**src/rtl/instr_assembler.sv**
```systemverilog
// RV32 instruction assembler: encodes addi/srai/lw/sw/beq field bundles into 32-bit
// words and streams them through a small FIFO to an instruction-memory write port.
module instr_assembler #(
  parameter int                ADDR_W     = 32,
  parameter logic [ADDR_W-1:0] BASE_ADDR  = '0,
  parameter int                FIFO_DEPTH = 4
) (
  input  logic              clk_i,
  input  logic              rst_i,
  input  logic              in_valid_i,
  output logic              in_ready_o,
  input  logic [2:0]        op_i,
  input  logic [4:0]        rd_i,
  input  logic [4:0]        rs1_i,
  input  logic [4:0]        rs2_i,
  input  logic [31:0]       imm_i,
  output logic              wr_en_o,
  input  logic              wr_ready_i,
  output logic [ADDR_W-1:0] wr_addr_o,
  output logic [31:0]       wr_data_o,
  output logic              err_o,
  output logic [1:0]        err_code_o,
  output logic [15:0]       instr_cnt_o,
  output logic [7:0]        err_cnt_o
);

  localparam int PTR_W = $clog2(FIFO_DEPTH);
  localparam int CNT_W = PTR_W + 1;

  localparam logic [2:0] OP_ADDI = 3'd0;
  localparam logic [2:0] OP_SRAI = 3'd1;
  localparam logic [2:0] OP_LW   = 3'd2;
  localparam logic [2:0] OP_SW   = 3'd3;
  localparam logic [2:0] OP_BEQ  = 3'd4;

  localparam logic [1:0] ERR_NONE  = 2'd0;
  localparam logic [1:0] ERR_RANGE = 2'd1;
  localparam logic [1:0] ERR_ODD   = 2'd2;
  localparam logic [1:0] ERR_OP    = 2'd3;

  logic [31:0]      enc_word;
  logic [1:0]       enc_code;
  logic             fits_i12;
  logic             fits_sh;
  logic             fits_b13;

  logic [PTR_W-1:0] wr_ptr_reg;
  logic [PTR_W-1:0] rd_ptr_reg;
  logic [CNT_W-1:0] count_reg;
  logic [CNT_W-1:0] count_next;
  logic [31:0]      slot [FIFO_DEPTH];

  logic [ADDR_W-1:0] addr_reg;
  logic [15:0]       instr_cnt_reg;
  logic [7:0]        err_cnt_reg;
  logic              err_reg;
  logic [1:0]        err_code_reg;

  logic accept;
  logic push;
  logic reject;
  logic pop;

  // Sign-extension checks: an immediate fits N signed bits when all bits above N-1 agree.
  assign fits_i12 = (&imm_i[31:11]) | ~(|imm_i[31:11]);
  assign fits_b13 = (&imm_i[31:12]) | ~(|imm_i[31:12]);
  assign fits_sh  = ~(|imm_i[31:5]);

  always_comb begin
    enc_word = '0;
    enc_code = ERR_NONE;
    case (op_i)
      OP_ADDI: begin
        enc_word = {imm_i[11:0], rs1_i, 3'b000, rd_i, 7'h13};
        if (!fits_i12) enc_code = ERR_RANGE;
      end
      OP_SRAI: begin
        enc_word = {7'b0100000, imm_i[4:0], rs1_i, 3'b101, rd_i, 7'h13};
        if (!fits_sh) enc_code = ERR_RANGE;
      end
      OP_LW: begin
        enc_word = {imm_i[11:0], rs1_i, 3'b010, rd_i, 7'h03};
        if (!fits_i12) enc_code = ERR_RANGE;
      end
      OP_SW: begin
        enc_word = {imm_i[11:5], rs2_i, rs1_i, 3'b010, imm_i[4:0], 7'h23};
        if (!fits_i12) enc_code = ERR_RANGE;
      end
      OP_BEQ: begin
        enc_word = {imm_i[12], imm_i[10:5], rs2_i, rs1_i, 3'b000, imm_i[4:1], imm_i[11], 7'h63};
        if (imm_i[0])      enc_code = ERR_ODD;
        else if (!fits_b13) enc_code = ERR_RANGE;
      end
      default: enc_code = ERR_OP;
    endcase
  end

  // Ready comes from the registered occupancy only, so a full FIFO never takes a bundle
  // even when a pop happens in the same cycle.
  assign in_ready_o = (count_reg != CNT_W'(FIFO_DEPTH));
  assign wr_en_o    = (count_reg != '0);

  assign accept = in_valid_i & in_ready_o;
  assign push   = accept & (enc_code == ERR_NONE);
  assign reject = accept & (enc_code != ERR_NONE);
  assign pop    = wr_en_o & wr_ready_i;

  always_comb begin
    count_next = count_reg;
    case ({push, pop})
      2'b10:   count_next = count_reg + CNT_W'(1);
      2'b01:   count_next = count_reg - CNT_W'(1);
      default: count_next = count_reg;
    endcase
  end

  generate
    for (genvar gi = 0; gi < FIFO_DEPTH; gi++) begin : g_slot
      logic [31:0] entry_reg;
      always_ff @(posedge clk_i) begin
        if (!rst_i && push && (wr_ptr_reg == PTR_W'(gi))) begin
          entry_reg <= enc_word;
        end
      end
      assign slot[gi] = entry_reg;
    end
  endgenerate

  always_ff @(posedge clk_i) begin
    if (rst_i) begin
      wr_ptr_reg    <= '0;
      rd_ptr_reg    <= '0;
      count_reg     <= '0;
      addr_reg      <= BASE_ADDR;
      instr_cnt_reg <= '0;
      err_cnt_reg   <= '0;
      err_reg       <= 1'b0;
      err_code_reg  <= ERR_NONE;
    end else begin
      count_reg <= count_next;
      err_reg   <= reject;
      if (push) wr_ptr_reg <= wr_ptr_reg + PTR_W'(1);
      if (pop) begin
        rd_ptr_reg    <= rd_ptr_reg + PTR_W'(1);
        addr_reg      <= addr_reg + ADDR_W'(4);
        instr_cnt_reg <= instr_cnt_reg + 16'd1;
      end
      if (reject) begin
        err_code_reg <= enc_code;
        if (err_cnt_reg != 8'hFF) err_cnt_reg <= err_cnt_reg + 8'd1;
      end
    end
  end

  // Stale slot contents are masked so the data bus reads zero whenever nothing is pending.
  assign wr_data_o   = wr_en_o ? slot[rd_ptr_reg] : 32'h0;
  assign wr_addr_o   = addr_reg;
  assign instr_cnt_o = instr_cnt_reg;
  assign err_cnt_o   = err_cnt_reg;
  assign err_o       = err_reg;
  assign err_code_o  = err_code_reg;

endmodule

```
**config.mk**
```make
export PLATFORM = sky130hd
export DESIGN_NAME = instr_assembler
export DESIGN_NICKNAME = d
export VERILOG_FILES = /design/src/rtl/instr_assembler.sv
export SDC_FILE = /design/constraint.sdc
export NUM_CORES = 1
export LEC_CHECK = 0
export BUFFER_PORTS_ARGS = -buffer_cell sky130_fd_sc_hd__buf_2
export CORE_MARGIN = 2
export CORE_UTILIZATION = 45
export DETAILED_ROUTE_END_ITERATION = 8
export GPL_ROUTABILITY_DRIVEN = 0
export PLACE_DENSITY = 0.65
export SYNTH_ARGS = -nofsm -noshare
export SYNTH_HDL_FRONTEND = slang
export SYNTH_SLANG_ARGS = --single-unit
```
**constraint.sdc**
```tcl
create_clock -name clk_i -period 4.8 [get_ports clk_i]
set_input_delay 0.24 -clock clk_i [delete_from_list [all_inputs] [get_ports clk_i]]
set_output_delay 0.24 -clock clk_i [all_outputs]
set_load 0.01 [all_outputs]
```
* Yosys cells after proc, flatten, opt, wreduce, memory -nomap -nowiden
Cells that the tools add are included.
** Cells by class
- Reduce and logical (&&, ||, !) cells :: 19
- $add $sub $neg :: 7
- Bitwise gates (word level) :: 9
- $lt $le $gt $ge :: 1
- Mux-type cells :: 11
- Equal/unequal tests :: 11
** Operator list (count)
- one-hot mux 32 bit (5 select lines) :: 1
- 2-to-1 mux 32 bit :: 3
- binary-select mux 32 bit (select 2 bit) :: 1
- adder 32 x 3 -> 32 bit, second input constant :: 1
- OR reduction 27 bit :: 1
- AND reduction 21 bit :: 1
- OR reduction 21 bit :: 1
- AND reduction 20 bit :: 1
- OR reduction 20 bit :: 1
- adder 16 x 1 -> 16 bit, second input constant :: 1
- adder 8 x 1 -> 8 bit, second input constant :: 1
- != test 8 bit, second input constant :: 1
- equality test 2 bit, second input constant :: 3
- equality test 3 x 2 -> 1 bit, second input constant :: 2
- one-hot mux 2 bit (3 select lines) :: 1
- one-hot mux 3 bit (2 select lines) :: 1
- logical AND 1 bit :: 5
- adder 2 x 1 -> 2 bit, second input constant :: 2
- bitwise AND 1 bit :: 4
- equality test 2 x 1 -> 1 bit, second input constant :: 2
- logical NOT 2 bit :: 2
- nonzero test 2 bit :: 2
- adder 3 x 1 -> 3 bit, second input constant :: 1
- equality test 3 x 1 -> 1 bit, second input constant :: 1
- 14 further kinds :: 18
** Word-level totals
- Bits in registers :: 194
- Input port bits :: 54

* Longest topological paths before layout
Gate-level depths: netlist (run 1).
- Depth after elaboration :: 10
- Mapped depth :: 12
- Depth with buffers taken out :: 11

* Worst setup path before layout (run 1)
No wires, ideal clock.
- Path kind :: input-to-reg
- From :: in imm_i[23]
- To :: reg g_slot[1].entry_reg[10] (enable)
- Required time :: 4.346 ns
- Arrival :: 3.533 ns
- Stages on the path :: 6
- Setup slack :: 0.813 ns
- Path through :: nor4_1 nand3_1 or3_4 a31oi_4 nand3_2 nor3b_1
** Between the ends
- Longest elaborated chain between the ends :: 10
- Elaborated cells on any way between the ends :: 18
** Ends and longest elaborated chain
- start, declared :: line 16 : input logic [31:0] imm_i,
- OR reduction 20 bit :: line 66 : assign fits_b13 = (&imm_i[31:12]) | ~(|imm_i[31:12]);
- NOT 1 bit :: line 66
- OR 1 bit :: line 66
- 2-to-1 mux 1 bit :: line 92 : else if (!fits_b13) enc_code = ERR_RANGE;
- 2-to-1 mux 2 bit :: line 91 : if (imm_i[0]) enc_code = ERR_ODD;
- one-hot mux 2 bit (3 select lines) (*) :: line 72 : case (op_i)
- logical NOT 2 bit (*) :: line 104 : assign push = accept & (enc_code == ERR_NONE);
- bitwise AND 1 bit (*) :: line 104
- logical AND 1 bit (*) (2 in series) :: line 121 : if (!rst_i && push && (wr_ptr_reg == PTR_W'(gi))) begin
- end signal, assigned :: line 122 : entry_reg <= enc_word;
- end, declared :: line 119 : logic [31:0] entry_reg;
Mark *: on every way between the ends. The rest lies on a longest branch, timed or not.
A chain may end at the register's enable or synchronous reset.

* Worst setup path after layout (run 1)
- From :: reg rd_ptr_reg[0]
- To :: out wr_data_o[12]
** Between the ends
- Longest elaborated chain between the ends :: 5
** Ends and longest elaborated chain
- start, declared :: line 48 : logic [PTR_W-1:0] rd_ptr_reg;
- start signal, assigned :: line 144 : rd_ptr_reg <= rd_ptr_reg + PTR_W'(1);
- NOT 2 -> 3 bit (not written as such) :: line 156 : assign wr_data_o = wr_en_o ? slot[rd_ptr_reg] : 32'h0;
- binary-select mux 32 bit (select 2 bit) :: line 156
- 2-to-1 mux 32 bit (not written as such) (2 in series) :: line 156
- 2-to-1 mux 32 bit :: line 156
- end, declared :: line 20 : output logic [31:0] wr_data_o,
Every way passes these cells. The select of a mux whose other input is x is not followed.

==> metrics.md, run 1 <==
| Metric | Value |
|---|---|
| Status | `finished, final reports clean` |
| CTS tree | `done` |
| Top Usage Layer GRT | `met2` |
| CTS resizes | `0` |
| Finished Layout Cells | `986` |
| Setup bufs post-CTS | `0` |
| Area share of and/or/nand/nor cells after synthesis | `15.80%` |
| Leak Pwr | `3.469 nW` |
| Crit Path Class | `flip-flop to primary output` |
| Setup TNS Final | `0 ps` |
| Largest net degree at the start of global routing | `73` |
| IO Port Bufs | `142` |
| Syn. warnings | `0` |
| GRT Overall Usage | `17.97%` |
| Mapped Cells | `616` |
| Max_slew headroom | `23.00%` |
| Share of the synthesized area in the top cell type | `43.46%` |
| Largest family of logic cells by synthesized area | `simple AND/OR/NAND/NOR gates` |
| Flop pwr share | `48.7%` |
| Sink Count | `176` |
| Pint | `0.002555 W` |
| Dominant cells by area after synthesis | `edfxtp_1 43%, dfxtp_1 17%, mux4_2 8.1%` |
| CP Max Fanout | `30` |
| Worst EP required | `4560 ps` |
| Post-synthesis register bit count | `176` |
| Distinct cells, synth | `53` |
| Maximum VDD drop | `0.0002847 V` |
| Synth Area in Compound Gates | `5.950%` |
| Row cnt | `47` |
| Share of post-route cells with drive strength above 1 | `29.90%` |
| Clk_skew | `8.497 ps` |
| Initial drt markers | `267` |
| Chip Height | `135.1 um` |
| Max FFs per register | `112` |
| Sequential share of the synthesized area | `60.02%` |
| Share of the cycle needed by the critical path after routing | `56.55%` |
| Worst Setup End Kind | `primary output` |
| # DRC | `0` |
| Met1 GRT Util | `21.45%` |
| Avg Inst Size Synth | `12.56 um^2` |
| Syn-to-layout area delta | `19.13%` |
| Startpoint Class | `flip-flop` |
| Cell chosen for the clock root | `clkbuf_16` |
| Pwr Density | `377.3 nW/um^2` |
| Boundary pin count | `147` |
| Clock Power Share | `37.3%` |
| DIE WIDTH | `135.1 um` |
| Worst-skew pair later-pin latency | `430 ps` |
| Ys flop type | `edfxtp_1` |
| Tmin final | `2714 ps` |
| First-pass iteration count of the detailed router | `4` |
| M3 GR Usage | `4.676%` |
| Fillers | `1432` |
| Cts hold-fix bufs | `0` |
| Final wirelength | `15.81 mm` |
| RSZ-0062 raised after global routing | `false` |
| Via/cell ratio | `5.296` |
| Mux share of post-synthesis cell area | `8.682%` |
| GRT met2 Usage | `31.53%` |
| CTS Buf Count | `17` |
| Area leader, netlist | `edfxtp_1` |
| XOR/XNOR Fraction of Synth Area | `5.206%` |
| Final hold violation count | `0` |
| Worst min path class | `input port to flip-flop` |
| Die area | `18260 um^2` |
| Worst slew pin tran | `1143 ps` |
| Ys async rst share | `0%` |
| Antenna fix cells | `0` |
| Reg2reg start | `count_reg[0]` |
| Hold Path Origin | `rs1_i[0]` |
| Vias in the first global route | `5218` |
| Design Power | `0.003478 W` |
| Vias | `5222` |
| Fmax | `0.3684 GHz` |
| GRT Residual Overflow | `0` |
| Post-synthesis adder-cell area fraction | `1.552%` |
| Pre-CTS WS | `1874 ps` |
| Dpl cells | `954` |
| Clock transition at path regs | `70 ps` |
| Initial antenna violation count | `0` |
| DP HPWL | `10.66 mm` |
| Mapped cell area | `7739 um^2` |
| Clk buf depth | `2` |
| ANT nets after route | `0` |
| Sw Share | `26.56%` |
| Max_cap viols | `0` |
| First-pass GRT wire length | `25.42 mm` |
| Crit path launch | `rd_ptr_reg[0]` |
| Post-synth EDFFs | `112` |
| Comb pwr share | `14.0%` |
| Core area | `16700 um^2` |
| Final Worst Setup Slack | `2086 ps` |
| Htree depth | `4` |
| P_sw | `0.0009239 W` |
| Final net count | `816` |
| Crit path DAT | `2470 ps` |
| Initial core utilization | `46.34%` |
| Routed wire per std cell | `16.04 um` |
| Max-slew violations | `0` |
| Setup-failing EPs final | `0` |
## path summary, 6_finish.rpt
check | end | slack, ps | cells after the start
setup / recovery | wr_data_o[12] | 2090 | 3
hold / removal | g_slot[3].entry_reg[15] | 180 | 2
setup reg to reg | count_reg[2] | 2370 | 10
hold reg to reg | err_code_o[0] | 460 | 2
## synthesized netlist by cell type (11+ instances only)
master    number
a21oi_1       23
a22oi_1       11
and2_1        41
and3_1        12
clkbuf_1      19
dfxtp_1       64
edfxtp_1     112
inv_1         12
mux4_2        28
nand2_1       32
nand3_1       25
nand4_1       13
nor2_1        68
nor2b_1       15
xnor2_1       13
xor2_1        33
## per-layer routing
layer	share of wire, %	vias up	wire length [um]
li1	-	2518	-
met2	51	131	8098
met4	2.0	0	312
met3	5.2	26	821
met5	0	-	0
met1	42	2547	6581
## cells in the final DEF, fill, tap and decap left out, types with 3 or more instances in the layout
cell and count:
nand2_1 32, inv_6 6, mux4_2 28, nor3_1 4, and3_1 12, nor4_1 8, ha_1 8, and2_1 41
a21oi_1 23, a22oi_1 11, o22ai_1 10, o21ai_0 8, inv_1 12, clkbuf_16 17, buf_2 142, nand3_1 25
mux2i_1 3, clkinv_4 3, nor2b_1 15, nor2_1 68, buf_4 7, nand4_1 13, or3_1 6, dfxtp_1 63
inv_8 3, nor3b_2 4, xor2_1 33, o2bb2ai_1 3, xnor2_1 13, conb_1 4, edfxtp_1 112
## power groups by stage
stage,combinational [W],sequential (W),clock [W]
floorplan,0.000353,0.00169,0
global placement,0.000489,0.00173,0
detailed placement,0.000498,0.00173,0
CTS,0.000500,0.00170,0.00134
global route,0.000538,0.00170,0.00140
finish,0.000488,0.00169,0.00130
## metrics by stage
stage               util [%]  area, um^2  hold slack, ps
finish                 55.20        9219           184.1
global route           55.20        9219           174.7
floorplan                  -        7750           480.5
detailed placement     51.79        8650           450.5
CTS                    55.20        9219           152.3
global placement       51.79        8650           447.2
## critical path, cell delays in order, from the launching register on
cell     delay (ps)
dfxtp_2        1050
mux4_2          640
and2_1          200
buf_2           140
## cell families after synthesis
| family | count (synthesis) |
|---|---|
| AO/OA/AOI/OAI | 67 |
| adder cells (fa/ha/maj) | 9 |
| flip-flops | 176 |
| multiplexers | 32 |
| buffers and inverters | 48 |
| XOR/XNOR | 46 |
| other | 1 |
| AND/OR/NAND/NOR | 237 |
## area by class of cell
| type | count | area [um^2] | area share, % |
|---|---|---|---|
| inverters | 14 | 52.55 | 0.5700 |
| clock buffers | 17 | 425.4 | 4.615 |
| flip-flops and latches | 176 | 4646 | 50.39 |
| repair buffers | 149 | 763.2 | 8.279 |
| well taps | 220 | 275.3 | 2.986 |
| multi-input cells | 395 | 2913 | 31.60 |
| clock inverters | 15 | 143.9 | 1.561 |
(Power assumes the default switching activity.)
==> run 2, diff against run 1 <==
- clock period: 4.8 -> 2.6 ns (I/O delays scaled with it)
==> metrics.md, run 2 (synthesis gave the netlist of run 1 again) <==
| Metric | Value |
|---|---|
| Status | `finished, final reports clean` |
| Initial core utilization | `46.34% (unchanged)` |
| Max_cap viols | `0 (unchanged)` |
| Fmax | `0.4485 GHz` |
| Die area | `18260 um^2 (unchanged)` |
| Cell chosen for the clock root | `clkbuf_16` |
| Met1 GRT Util | `23.26% (+1.8 points)` |
| CTS Buf Count | `17 (unchanged)` |
| Htree depth | `4 (unchanged)` |
| Setup-failing EPs final | `0 (unchanged)` |
| Routed wire per std cell | `16.65 um (+3.8%)` |
| Maximum VDD drop | `0.0005122 V (+80%)` |
| Max-slew violations | `0 (unchanged)` |
| # DRC | `0 (unchanged)` |
| Worst hold path depth | `2 (unchanged)` |
| DP HPWL | `11.32 mm (+6.3%)` |
| Setup TNS Final | `0 ps (unchanged)` |
| Vias | `5267 (+0.86%)` |
| Dpl cells | `964 (+1.0%)` |
| Initial drt markers | `320 (+20%)` |
| Crit Path Class | `flip-flop to flip-flop` |
| Reg2reg start | `count_reg[0]` |
| Hold Path Origin | `rs1_i[1]` |
| Reg-to-Reg End | `count_reg[2]` |
| Share of post-route cells with drive strength above 1 | `30.80% (+0.90 points)` |
| Tmin final | `2230 ps` |
| GRT met2 Usage | `32.18% (+0.65 points)` |
| Design Power | `0.006582 W (+89%)` |
| Worst-skew pair later-pin latency | `420 ps (about the same)` |
| M3 GR Usage | `4.265% (-0.41 points)` |
| Clk buf depth | `2 (unchanged)` |
| IO Port Bufs | `142 (unchanged)` |
| Worst Setup End Kind | `flip-flop` |
| First-pass GRT wire length | `26.34 mm (+3.6%)` |
| Fillers | `1465 (+2.3%)` |
| GRT Overall Usage | `18.61% (+0.64 points)` |
| Antenna fix cells | `0 (unchanged)` |
| Pwr Density | `700.2 nW/um^2 (+86%)` |
| Core area | `16700 um^2 (unchanged)` |
| Setup bufs post-CTS | `0 (unchanged)` |
| Top Usage Layer GRT | `met2` |
| Max FFs per register | `112 (unchanged)` |
| ANT nets after route | `0 (unchanged)` |
| Share of the cycle needed by the critical path after routing | `85.76%` |
| Via/cell ratio | `5.288 (-0.15%)` |
| Sink Count | `176 (unchanged)` |
| FF-to-FF setup slack | `370 ps (-2000 ps)` |
| GRT Residual Overflow | `0 (unchanged)` |
| Max_slew headroom | `47.20% (+24 points)` |
| Boundary pin count | `147 (unchanged)` |
| Largest net degree at the start of global routing | `38 (-48%)` |
| Crit path DAT | `2580 ps (+110 ps)` |
| Clock transition at path regs | `70 ps (about the same)` |
| CP Max Fanout | `4 (-87%)` |
| RSZ-0062 raised after global routing | `false` |
| CTS resizes | `0 (unchanged)` |
| Hold EP | `g_slot[3].entry_reg[16]` |
| Final wirelength | `16.59 mm (+4.9%)` |
| DIE WIDTH | `135.1 um (unchanged)` |
| Finished Layout Cells | `996 (+1.0%)` |
| Clk_skew | `8.366 ps (-0.1312 ps)` |
| Syn-to-layout area delta | `21.47%` |
| Initial antenna violation count | `0 (unchanged)` |
| Cts hold-fix bufs | `0 (unchanged)` |
| Row cnt | `47 (unchanged)` |
| Worst EP required | `2950 ps (-1610 ps)` |
| Final hold violation count | `0 (unchanged)` |
| Final Core Density | `56.29% (+1.1 points)` |
| Worst slew pin tran | `792.0 ps (-351.0 ps)` |
| First-pass iteration count of the detailed router | `4 (unchanged)` |
| Commonest non-fill, non-tap cell in the layout | `buf_2` |
| Final net count | `826 (+1.2%)` |
| Leak Pwr | `3.566 nW (+2.8%)` |
| CTS tree | `done` |
| Chip Height | `135.1 um (unchanged)` |
| Worst min path class | `input port to flip-flop` |
| Startpoint Class | `flip-flop` |
| Vias in the first global route | `5282 (+1.2%)` |
| Most frequent cells in the layout | `142 x buf_2, 112 x edfxtp_1, 68 x nor2_1` |
| Register-to-Register Path Depth | `10 (unchanged)` |
## run 2: cell count changes in the layout (fill, tap and decap cells not counted), sizes merged
cell and delta:
clkinv -1, bufinv +1, buf +10
## run 2: routing by layer
metal  share of wire [%]  up-vias
li1                    -     2532
met1                  43     2585
met2                  51      136
met3                 5.1       14
met4                 1.0        0
met5                   0        -
## run 2: worst max path at each step
stage | start | end | slack, ps | cells past startpoint
final | count_reg[0] | count_reg[2] | 370 | 10
after floorplan | imm_i[23] | g_slot[1].entry_reg[10] | -330 | 6
after detailed placement | imm_i[23] | count_reg[2] | 90 | 12
after global routing | count_reg[2] | wr_addr_o[29] | 220 | 8
after CTS | count_reg[0] | count_reg[2] | 350 | 10
after global placement | imm_i[23] | count_reg[2] | 190 | 12
## run 2: power breakdown
group          switching (W)  internal, W  total (W)
Combinational       0.000558     0.000457    0.00101
Clock                0.00114      0.00136    0.00250
Sequential         0.0000412      0.00302    0.00306
Total                0.00174      0.00484    0.00658
## run 2: critical path, stage by stage, from the launching register on
cell and delay (ps):
dfxtp_1 370, inv_1 130, nand3_1 100, and2_1 210, nand3_2 90, ha_1 190
inv_1 70, fa_1 380, xor2_1 160, or3_1 310, a21oi_1 160
## run 2: final cells by class
type | count | area [um^2] | share of cell area (%)
Timing Repair Buffer | 159 | 900.9 | 9.583
Tap cell | 220 | 275.3 | 2.928
Clock buffer | 17 | 425.4 | 4.525
Inverter | 14 | 52.55 | 0.5590
Clock inverter | 15 | 162.7 | 1.730
Sequential cell | 176 | 4646 | 49.42
Multi-Input combinational cell | 395 | 2938 | 31.25
## run 2: stage by stage
| stage | hold slack, ps | instance area, um^2 | setup slack (ps) |
|---|---|---|---|
| 2_1_floorplan | 382.5 | 7770 | -326.0 |
| 3_3_place_gp | 445.5 | 8812 | 188.8 |
| 3_5_place_dp | 456.8 | 8812 | 94.73 |
| 4_1_cts | 55.96 | 9400 | 350.2 |
| 5_1_grt | 74.25 | 9400 | 220.0 |
| 6_report | 72.08 | 9400 | 370.3 |
==> run 3, diff against run 2 <==
- BUFFER_PORTS_ARGS: -buffer_cell sky130_fd_sc_hd__buf_2 -> not set
- DONT_BUFFER_PORTS: not set -> 1
- PLACE_DENSITY: 0.65 -> 0.58
==> metrics.md, run 3 (synthesis gave the netlist of run 1 again) <==
| Metric | Value |
|---|---|
| First-pass iteration count of the detailed router | `4 (unchanged)` |
| Largest net degree at the start of global routing | `68 (+79%)` |
| Initial drt markers | `239 (-25%)` |
| Share of post-route cells with drive strength above 1 | `14.99% (-16 points)` |
| CTS tree | `done` |
| Worst Setup End Kind | `flip-flop` |
| Leak Pwr | `2.918 nW (-18%)` |
| Row cnt | `47 (unchanged)` |
| Setup-failing EPs final | `0 (unchanged)` |
| Startpoint Class | `flip-flop` |
| Final Core Density | `52.70% (-3.6 points)` |
| Commonest non-fill, non-tap cell in the layout | `edfxtp_1` |
| # DRC | `0 (unchanged)` |
| Worst EP required | `2950 ps (about the same)` |
| Via/cell ratio | `5.607 (+6.0%)` |
| ANT nets after route | `0 (unchanged)` |
| Worst-skew pair later-pin latency | `420 ps (about the same)` |
| RSZ-0062 raised after global routing | `false` |
| IO Port Bufs | `0 (-100%)` |
| Worst min path class | `input port to flip-flop` |
| First-pass GRT wire length | `26.45 mm (+0.42%)` |
| CP Max Fanout | `4 (unchanged)` |
| DP HPWL | `10.57 mm (-6.6%)` |
| Syn-to-layout area delta | `13.74%` |
| Sink Count | `176 (unchanged)` |
| Cell chosen for the clock root | `clkbuf_16` |
| Max_cap viols | `0 (unchanged)` |
| Boundary pin count | `147 (unchanged)` |
| Max FFs per register | `112 (unchanged)` |
| Crit Path Class | `flip-flop to flip-flop` |
| Critical Path, Cell by Cell | `inv_1 > nand3_1 > and2_1 > nand3_2 > ha_1 > inv_1 > fa_1 > xor2_1 > or3_1 > a21oi_1` |
| Vias | `4867 (-7.6%)` |
| Vias in the first global route | `4961 (-6.1%)` |
| Status | `finished, final reports clean` |
| CTS Buf Count | `17 (unchanged)` |
| Routed wire per std cell | `18.99 um (+14%)` |
| Tmin final | `2319 ps (+89.78 ps)` |
| Max-slew violations | `0 (unchanged)` |
| Fmax | `0.4311 GHz (-3.9%)` |
| Crit path DAT | `2670 ps (+90 ps)` |
| Final net count | `697 (-16%)` |
| Critical Path Most Common Cell | `inv_1` |
| GRT Overall Usage | `18.96% (+0.35 points)` |
| Pwr Density | `711.0 nW/um^2 (+1.5%)` |
| Max_slew headroom | `32.30% (-15 points)` |
| GRT Residual Overflow | `0 (unchanged)` |
| CTS resizes | `0 (unchanged)` |
| Finished Layout Cells | `868 (-13%)` |
| Clk buf depth | `2 (unchanged)` |
| DIE WIDTH | `135.1 um (unchanged)` |
| Die area | `18260 um^2 (unchanged)` |
| Clk_skew | `10.95 ps (+2.579 ps)` |
| Worst slew pin tran | `1005 ps (+212.9 ps)` |
| Core area | `16700 um^2 (unchanged)` |
| Final hold violation count | `0 (unchanged)` |
| Share of the cycle needed by the critical path after routing | `89.21% (+3.5 points)` |
| Initial core utilization | `46.34% (unchanged)` |
| Chip Height | `135.1 um (unchanged)` |
| Clock transition at path regs | `70 ps (about the same)` |
| CP peak stage delay | `370 ps (about the same)` |
| Htree depth | `4 (unchanged)` |
| Final wirelength | `16.48 mm (-0.66%)` |
| Dpl cells | `822 (-15%)` |
| Initial antenna violation count | `1 (+1)` |
| Most frequent cells in the layout | `112 x edfxtp_1, 68 x nor2_1, 63 x dfxtp_1` |
| Slowest cell on crit path | `dfxtp_1` |
| Maximum VDD drop | `0.0005107 V (-0.29%)` |
## run 3: path summary, 6_finish.rpt
path,from,to,slack (ps),cells past startpoint
max,count_reg[0],count_reg[2],280,10
min,imm_i[7],g_slot[0].entry_reg[27],7,1
max reg2reg,count_reg[0],count_reg[2],280,10
min reg2reg,rd_ptr_reg[1],rd_ptr_reg[1],520,2
## run 3: timing repair
action | in CTS | in global routing
buffers inserted | 0 | 0
hold endpoints to repair | 148 | 0
hold buffers | 13 | 0
## run 3: cell type report
| type | count | area (um^2) |
|---|---|---|
| clock inverters | 15 | 125.1 |
| clock buffers | 17 | 425.4 |
| flip-flops and latches | 176 | 4646 |
| well taps | 220 | 275.3 |
| diodes | 1 | 2.502 |
| inverters | 14 | 52.55 |
| repair buffers | 30 | 337.8 |
| fillers | 1482 | 7899 |
| multi-input cells | 395 | 2938 |
## run 3: stage by stage
step / instance area, um^2 / hold WS (ps) / setup slack [ps] / setup TNS [ps] / total power, W
2_1_floorplan: 7770 / 382.5 / -326.0 / -35070 / 0.003775
3_3_place_gp: 8102 / 204.3 / 293.8 / 0 / 0.003922
3_5_place_dp: 8102 / 206.3 / 240.2 / 0 / 0.003948
4_1_cts: 8800 / 3.521 / 256.7 / 0 / 0.006344
5_1_grt: 8802 / 7.678 / 124.3 / 0 / 0.006522
6_report: 8802 / 7.206 / 280.6 / 0 / 0.006258
## run 3: layer usage
layer  GRT usage [%]  part of all wire, %
met1           22.26                   40
met2           33.70                   52
met3           5.425                  6.4
met4           5.961                  1.1
met5               0                    0
## run 3: critical path, delay by kind of cell, from the launching register on
family / cells / cell delay, ps
simple gates: 4 / 840
compound gates: 1 / 160
flops: 1 / 370
xor+xnor: 1 / 160
buf+inv: 2 / 180
fa+ha+maj: 2 / 550
## run 3: power breakdown
group          switching, W  internal, W  leakage [nW]
sequential        0.0000496      0.00302          1.54
combinational      0.000478     0.000346          1.12
clock               0.00111      0.00125         0.262
total               0.00164      0.00462          2.92
